File: src/rtl/firebird7_ijtag_pkg.sv
// Shared IJTAG TDR access types: driver FSM state encoding used by the driver
// and by the benches that monitor it.
package firebird7_ijtag_pkg;

    typedef enum logic [2:0] {
        IDLE    = 3'd0,
        CAPTURE = 3'd1,
        SHIFT   = 3'd2,
        UPDATE  = 3'd3,
        DONE    = 3'd4
    } tdr_state_e;

endpackage

File: src/rtl/firebird7_in_ijtag_tdr_driver.sv
// IJTAG initiator: one CAPTURE-SHIFT-UPDATE pass into a single downstream TDR
// per request, returning the captured word.
module firebird7_in_ijtag_tdr_driver
    import firebird7_ijtag_pkg::*;
#(
    parameter int TDR_LEN = 2
) (
    input  logic               ijtag_tck,
    input  logic               ijtag_reset,
    input  logic               req_valid,
    output logic               req_ready,
    input  logic [TDR_LEN-1:0] req_wdata,
    output logic               rsp_valid,
    output logic [TDR_LEN-1:0] rsp_rdata,
    output logic               busy,
    output logic               ijtag_sel,
    output logic               ijtag_ce,
    output logic               ijtag_se,
    output logic               ijtag_ue,
    output logic               ijtag_si,
    input  logic               ijtag_so
);

    localparam int CNT_W = $clog2(TDR_LEN + 1);

    tdr_state_e         state, state_nxt;
    logic [CNT_W-1:0]   cnt;
    logic [TDR_LEN-1:0] wdata_sr;
    logic [TDR_LEN-1:0] cap_sr;
    logic               accept;
    logic               shift_last;

    assign accept     = (state == IDLE) && req_valid;
    assign shift_last = (cnt == CNT_W'(TDR_LEN - 1));

    always_ff @(posedge ijtag_tck or negedge ijtag_reset) begin
        if (!ijtag_reset) state <= IDLE;
        else              state <= state_nxt;
    end

    always_comb begin
        state_nxt = state;
        case (state)
            IDLE:    if (accept) state_nxt = CAPTURE;
            CAPTURE: state_nxt = SHIFT;
            SHIFT:   if (shift_last) state_nxt = UPDATE;
            UPDATE:  state_nxt = DONE;
            DONE:    state_nxt = IDLE;
            default: state_nxt = IDLE;
        endcase
    end

    // All target-facing controls decode straight from the state register so
    // ce/se/ue can never overlap and never appear without sel.
    always_comb begin
        req_ready = 1'b0;
        busy      = 1'b1;
        rsp_valid = 1'b0;
        ijtag_sel = 1'b0;
        ijtag_ce  = 1'b0;
        ijtag_se  = 1'b0;
        ijtag_ue  = 1'b0;
        ijtag_si  = 1'b0;
        case (state)
            IDLE: begin
                req_ready = 1'b1;
                busy      = 1'b0;
            end
            CAPTURE: begin
                ijtag_sel = 1'b1;
                ijtag_ce  = 1'b1;
            end
            SHIFT: begin
                ijtag_sel = 1'b1;
                ijtag_se  = 1'b1;
                ijtag_si  = wdata_sr[0];
            end
            UPDATE: begin
                ijtag_sel = 1'b1;
                ijtag_ue  = 1'b1;
            end
            DONE:    rsp_valid = 1'b1;
            default: busy = 1'b0;
        endcase
    end

    // so arrives already retimed on the negedge, so it is sampled on the same
    // posedge that ends the shift cycle; rsp_rdata is only refreshed on the
    // way into DONE so it holds between responses.
    always_ff @(posedge ijtag_tck or negedge ijtag_reset) begin
        if (!ijtag_reset) begin
            cnt       <= '0;
            wdata_sr  <= '0;
            cap_sr    <= '0;
            rsp_rdata <= '0;
        end else begin
            case (state)
                IDLE: begin
                    cnt <= '0;
                    if (accept) wdata_sr <= req_wdata;
                end
                SHIFT: begin
                    wdata_sr <= wdata_sr >> 1;
                    for (int i = 0; i < TDR_LEN; i++)
                        if (cnt == CNT_W'(i)) cap_sr[i] <= ijtag_so;
                    cnt <= shift_last ? '0 : cnt + 1'b1;
                end
                UPDATE:  rsp_rdata <= cap_sr;
                default: cnt <= '0;
            endcase
        end
    end

endmodule

File: config.mk
export PLATFORM = sky130hd
export DESIGN_NAME = firebird7_in_ijtag_tdr_driver
export DESIGN_NICKNAME = d
export VERILOG_FILES = /design/src/rtl/firebird7_ijtag_pkg.sv /design/src/rtl/firebird7_in_ijtag_tdr_driver.sv
export SDC_FILE = /design/constraint.sdc
export NUM_CORES = 1
export LEC_CHECK = 0
export CORE_MARGIN = 1
export CORE_UTILIZATION = 35
export DETAILED_ROUTE_END_ITERATION = 16
export PLACE_DENSITY_LB_ADDON = 0.25
export SYNTH_ARGS = -nofsm -noshare
export SYNTH_HDL_FRONTEND = slang
export SYNTH_SLANG_ARGS = --single-unit
File: constraint.sdc
create_clock -name ijtag_tck -period 1.5 [get_ports ijtag_tck]
set_input_delay 0.375 -clock ijtag_tck [delete_from_list [all_inputs] [get_ports ijtag_tck]]
set_output_delay 0.375 -clock ijtag_tck [all_outputs]
set_load 0.005 [all_outputs]
==> results.md, run 1 <==
- The flow ran to the end, but the final reports show violations.
- The checks that failed: setup timing.
- In the final layout, the share of cells above drive strength 1 is 46.9%.
- The Yosys step of the flow raised 0 warnings.
- After layout, the minimum clock period comes to 1640 ps.
- The standard-cell row count is 13.
- The final-report max-slew violation count is 0.
- Across the VDD grid, the largest voltage drop is 0.00109 V.
- The capture point of the worst path is ijtag_ue.
- Counting distinct cell types in the post-synthesis netlist gives 23.
- The count of final hold-check violations came to 0.
- The max-capacitance violation count is 0.
- STA classifies the critical path endpoint as a primary output.
- The clock drives 11 sinks.
- The post-cts hold buffer count is 0.
- The number of DRC markers after the initial detailed-route iteration is 9.
- The path category of the worst min-delay check is input port to async pin.
- The clock passes through at most 2 buffers.
- The clock tree from TritonCTS is done.
- The max-slew headroom at the worst pin is 67.5%.
- The post-synthesis net count is 55.
- The analysis attributes to cell leakage a power of 0.451 nW.
- After detailed routing, the number of remaining DRC violations is 0.
- The initial antenna violation count is 0.
- The die footprint is 1700 um2.
- Cells fill 65.0% of the core in the end.
- The first-pass detailed-route iteration total is 3.
- The average instance in the mapped netlist occupies 11.0 um2.
- The core region area is 1370 um2.
- In the final routed layout, each cell accounts on average for 12.5 um.
- At the end of the flow, the number of nets in the layout was 88.
- The required time at the endpoint of the critical path is 1120 ps.
- The total via count in the routed design is 459.
- At the pin with the least slew margin, the transition time is 486 ps.
- The worst setup path is launched from a register.
- Global routing used 16.9% of the available tracks across all layers.
- Tracing the worst setup path back leads to its startpoint at state[0].
- The synthesis-to-finish area growth is 65.1%.
- The post-synthesis sequential area ratio is 51.2%.
- The later pin in the worst-skew pair is clocked with a latency of 270 ps.
- In this run the critical register-to-register path is captured at cap_sr[0].
- The startpoint identified for the worst register-to-register timing path is state[1].
- After technology mapping, the gate count stands at 49.
- Summing every instance area after synthesis gives 538 um2.
- Global routing finished with a remaining overflow of 0.
- After detailed routing, the total wire length is 1200 um.
- The via count of the first global-routing pass was 405.
- Along the worst path, the maximum fanout reaches 4.
- After clock tree synthesis, the clock-pin slew on the worst setup and hold paths is 70 ps.
- Across the routed clock network, the largest skew measured is 0.683 ps.
- Counting cells, the worst reg-to-reg path comes to 4.
- In this run the power density over the cells is 2130 nW/um2.
- Setup total negative slack on the finished layout was measured at -574 ps.
- The antenna diode count is 0.
- In this run the number of H-tree levels came out at 1.
- The critical path arrival is 1260 ps.
- In this run the count of I/O pins placed on the die edge is 16.
- The worst slack after detailed placement is -219 ps.
- The worst setup slack after layout is -137 ps.
- The flop and latch count out of synthesis is 11.
- The first global-routing pass estimated 1770 um of wire.
- At the end of routability-driven placement, the weighted congestion stood at 0.699.
- Entering global routing, the biggest net connects 12 pins.
- The tree is rooted in a sky130_fd_sc_hd__clkbuf_4.
- The count of nets left with antenna violations once routing finished came out at 0.
- Timing would allow up to 611 MHz.
- The starting utilization of the core area is 39.4%.
- The post-route fraction of the period consumed by the critical path is 109%.
- The HPWL after detailed placement is 798 um.
- The kind of critical path is register to primary output.
- Setup violations remaining at the end of the flow were counted as 7.
- The via density per instance is 4.78.
- Setup repair after global routing could not meet its margin everywhere.
- The floorplan step set the die height to 41.2 um.
- Input and output buffers added on the ports amount to 15.
- Across all register-to-register paths, the minimum setup slack is -20 ps.
- The die is 41.2 um wide.
- The number of clock buffers added by TritonCTS is 3.
-- metrics by stage --
step / hold WS (ps) / instance area [um2] / instances / total power [mW]
floorplan: 79.4 / 538 / 49 / 0.938
finish: 433 / 888 / 96 / 1.89
CTS: 443 / 860 / 96 / 1.82
global placement: 469 / 752 / 84 / 1.43
detailed placement: 475 / 752 / 84 / 1.43
global route: 477 / 888 / 96 / 2.02
-- Yosys cell counts (all sizes together) --
master | n | share of area [%]
a21o | 1 | 1.4
inv | 1 | 0.70
nor2 | 4 | 3.3
and3b | 2 | 3.3
o21a | 2 | 2.8
and2 | 1 | 1.2
dfrtp | 11 | 51
buf | 1 | 2.1
clkbuf | 3 | 2.1
nor3b | 1 | 1.4
o21ai | 3 | 2.8
xnor2 | 1 | 1.6
nor2b | 3 | 3.5
or3b | 1 | 2.1
a31oi | 3 | 3.5
mux2i | 1 | 1.9
nand3 | 1 | 0.93
nor3 | 3 | 3.7
or2 | 1 | 1.2
and3 | 1 | 1.2
mux2 | 4 | 8.4
-- worst max-delay path: stages (launching register included) --
cell                      delay [ps]
sky130_fd_sc_hd__dfrtp_1         420
sky130_fd_sc_hd__buf_6           150
sky130_fd_sc_hd__buf_6           110
sky130_fd_sc_hd__and3b_1         180
sky130_fd_sc_hd__buf_2           130
-- registers in the layout, indices dropped and copies added, names as in the netlist --
signal,flops
cap_sr,2
state,3
wdata_sr,2
cnt,2
rsp_rdata,2
-- logic make-up after synthesis --
kind of cell | share of synthesized area (%)
simple gates | 21.6
compound gates | 10.5
buf+inv | 4.88
flops | 51.2
xor+xnor | 1.63
mux | 10.2
-- metal layers --
layer	track usage, %	up-vias	part of all wire (%)
li1	-	234	-
met1	22.3	218	44
met2	24.6	5	52
met3	4.89	2	2.0
met4	9.68	0	2.0
met5	0	-	0
-- where the power goes --
group          total (mW)  internal (mW)  switching, mW
Sequential          0.515          0.421         0.0941
Clock               0.202          0.103         0.0992
Combinational        1.18          0.741          0.436
-- worst min-delay path by stage --
stage	end	slack [ps]	depth (start not counted)
6_report	cap_sr[1]	430	1
3_3_place_gp	rsp_rdata[1]	470	1
5_1_grt	cap_sr[1]	480	1
4_1_cts	state[0]	440	1
3_5_place_dp	rsp_rdata[0]	470	1
2_1_floorplan	cap_sr[0]	80	0
-- layout by cell type, fill, tap and decap left out, types with 2 or more instances in the layout --
| cell | count |
|---|---|
| sky130_fd_sc_hd__a31oi_1 | 3 |
| sky130_fd_sc_hd__and3b_1 | 2 |
| sky130_fd_sc_hd__buf_2 | 6 |
| sky130_fd_sc_hd__buf_4 | 10 |
| sky130_fd_sc_hd__buf_6 | 9 |
| sky130_fd_sc_hd__clkbuf_4 | 3 |
| sky130_fd_sc_hd__clkdlybuf4s50_1 | 5 |
| sky130_fd_sc_hd__dfrtp_1 | 11 |
| sky130_fd_sc_hd__dlymetal6s2s_1 | 2 |
| sky130_fd_sc_hd__mux2_1 | 3 |
| sky130_fd_sc_hd__nor2_1 | 2 |
| sky130_fd_sc_hd__nor2b_1 | 3 |
| sky130_fd_sc_hd__o21a_1 | 2 |
| sky130_fd_sc_hd__o21ai_0 | 3 |
-- cell type report --
cell class | instances | area (um2)
Tap cell | 15 | 18.8
Multi-Input combinational cell | 33 | 283
Sequential cell | 11 | 275
Inverter | 1 | 3.75
Timing Repair Buffer | 32 | 282
Clock buffer | 4 | 26.3
Fill cell | 107 | 478
-- repair_timing --
item / in CTS / in global routing
setup endpoints to repair: 9 / 11
pin swaps: 7 / 4
hold endpoints to repair: 0 / 0
resized for setup: 42 / 10
buffers inserted: 8 / 0
No activity file was read; power rests on OpenSTA's default activity.
==> run 2: changes to the inputs <==
CORE_UTILIZATION = 39   (was 35)
CTS_CLUSTER_DIAMETER = 50   (was unset)
==> run 2 against run 1 <==
  * Sequential share of layout area decreased by 0.16 points
  * The flow still finishes with violations (setup timing)
  * Final area increased by 0.99%
  * Cell count increased by 2.1%
  * First-iteration DRC count decreased by 33%
  * Flip-flop and latch count unchanged
  * Core utilization increased by 4.8 points
  * Routed wire length increased by 20%
  * Clock power about the same
  * Largest cell class is now non-clock buffers
==> results.md, run 2 (synthesized netlist as in run 1, its figures left out) <==
- The flow ran to the end, but the final reports show violations.
- The final reports fail on setup timing.
- Global routing used 24.6% of the available tracks.
- Port buffering added 15 buffers.
- Dividing the detail-routed wire length by the instance count gives 14.7 um.
- In this run the number of H-tree levels came out at 1.
- Dividing the detail-routed via count by the number of cells gives 5.03.
- The total of endpoints with negative setup slack in the final report is 9.
- Ranked by flip-flop count, first place goes to state.
- In this run the critical register-to-register path is captured at cap_sr[0].
- TritonCTS built the clock tree.
- The maximum VDD drop is 0.000927 V.
- Leaving out fill and tap cells, the most frequent cell in the layout is sky130_fd_sc_hd__buf_4.
- The starting utilization of the core area is 41.9%.
- Final hold analysis gives a worst-case slack of 438 ps.
- For the worst setup path, the data arrival time is 1320 ps.
- Entering global routing, the biggest net connects 12 pins.
- STA classifies the critical path startpoint as a register.
- The first TritonRoute pass finished after 4 iterations.
- The transition time of the tightest slew-check pin is 500 ps.
- Cells with a size suffix above 1 make up 50.6% of the layout.
- Setup slack on the worst reg-to-reg path comes out at -90 ps.
- The via count of the first global-routing pass is 496.
- The master cell of the clock root buffer is sky130_fd_sc_hd__clkbuf_4.
- The first global-routing pass estimated 2370 um of wire.
- The die covers 1530 um2.
- Setup repair after global routing could not meet its margin everywhere.
- For this run, the slowest stage of the critical path takes 390 ps.
- The design draws 1.98 mW.
- The number of DRC markers after the initial detailed-route iteration is 6.
- The number of nets with antenna violations after routing is 0.
- The endpoint class of the critical path is a primary output.
- The static leakage is 0.455 nW.
- The total via count in the routed design is 493.
- The count of pins on the block boundary is 16.
- The worst clock skew is 2.39 ps.
- The deepest clock path buffer count is 2.
- The wire-length estimate of the detail-placed layout is 868 um.
- The global-route congestion overflow total is 0.
- The highest achievable clock rate is 589 MHz.
- The die is 39.1 um tall.
- The required time at the endpoint of the critical path is 1120 ps.
- The post-detailed-routing wire length is 1440 um.
- The count of final hold-check violations is 0.
- The areal power density over the cells is 2210 nW/um2.
- The number of cells on the worst reg-to-reg path is 5.
- In the layout the commonest cells are sky130_fd_sc_hd__buf_4 (11), sky130_fd_sc_hd__dfrtp_1 (10), sky130_fd_sc_hd__buf_6 (9).
- The number of clock buffers added by TritonCTS is 3.
- Measured against its own limit, the worst slew margin works out to 66.5%.
- The die width is 39.1 um.
- Walking the worst path, the cells encountered are buf_6, or3b_4, inv_2, buf_6.
- Subtracting the final worst setup slack from the clock period gives 1700 ps.
- The core region area is 1280 um2.
- The kind of critical path is register to primary output.
- The worst slack after detailed placement is -233 ps.
- The slowest stage cell on the critical path is sky130_fd_sc_hd__dfrtp_1.
- The final-report max-slew violation count is 0.
- The origin of the critical flop-to-flop path is state[2].
- In this run the worst path has a maximum fanout of 2.
- The post-route fraction of the period consumed by the critical path is 113%.
- Clock latency on the worst-skew pair, taken at its later pin, is 270 ps.
- The clock sink count is 11.
- The most numerous cell type found on the critical path is sky130_fd_sc_hd__buf_6.
- The number of flip-flops in the largest register is 3.
- In the post-route analysis, the smallest setup slack over all paths is -196 ps.
- Max-cap violations in this run came to 0.
- The number of fillers in the final layout is 100.
- At the end of routability-driven placement, the weighted congestion stood at 0.694.
- From synthesis to final layout, the design area changed by 66.7%.
- After clock tree synthesis, the clock-pin slew on the worst setup and hold paths is 70 ps.
- The initial antenna violation count is 0.
- The number of antenna diodes in the final layout is 0.
- After floorplanning, the core was divided into 13 placement rows.
- After detailed routing, the number of remaining DRC violations is 0.
- After the last flow step, the layout net total stands at 90.
- The worst hold path belongs to the class input port to async pin.
-- run 2: per-layer routing --
| metal | share of wire (%) | GRT usage [%] | vias to the layer above | wire (um) |
|---|---|---|---|---|
| li1 | - | - | 236 | - |
| met4 | 1.9 | 7.76 | 0 | 27 |
| met5 | 0 | 0 | - | 0 |
| met1 | 39 | 26.4 | 238 | 565 |
| met2 | 55 | 44.2 | 13 | 784 |
| met3 | 4.1 | 8.67 | 6 | 59 |
-- run 2: cell type report --
type	instances	area [um2]	share of cell area (%)
timing repair buffer	34	290	32.4
multi-input combinational	33	282	31.4
sequential	11	277	30.8
clock buffer	4	26.3	2.93
tap	15	18.8	2.09
inverter	1	3.75	0.418
-- run 2: repair_timing --
item,4_1_cts,5_1_grt
gates resized for setup,47,7
hold endpoints to repair,0,0
hold buffers,0,0
setup buffers,15,0
endpoints found under the setup margin,10,14
pin swaps,6,2
-- run 2: worst max path at each step --
stage,start,end,slack (ps)
finish,state[2],ijtag_se,-200
global route,state[2],ijtag_se,-250
CTS,state[2],ijtag_se,-210
detailed placement,state[0],ijtag_se,-230
global placement,state[0],ijtag_se,-200
floorplan,state[0],cap_sr[0],60
-- run 2: through the flow --
stage	util (%)	cells	setup TNS, ps	instance area, um2
finish	69.8	98	-857	897
global route	69.8	98	-1350	897
CTS	69.5	99	-961	893
detailed placement	56.8	81	-1260	729
global placement	56.8	81	-999	729
floorplan	-	49	0	538
-- run 2: power breakdown --
part | internal (mW) | leakage [nW] | total, mW | switching, mW
logic | 0.775 | 0.302 | 1.26 | 0.484
registers | 0.423 | 0.137 | 0.519 | 0.0957
clock network | 0.103 | 0.0150 | 0.201 | 0.0981
-- run 2: critical path: cells and delay by family, from the launching register on --
family        cells  cell delay (ps)
flops             1              390
buf+inv           3              290
simple gates      1              380
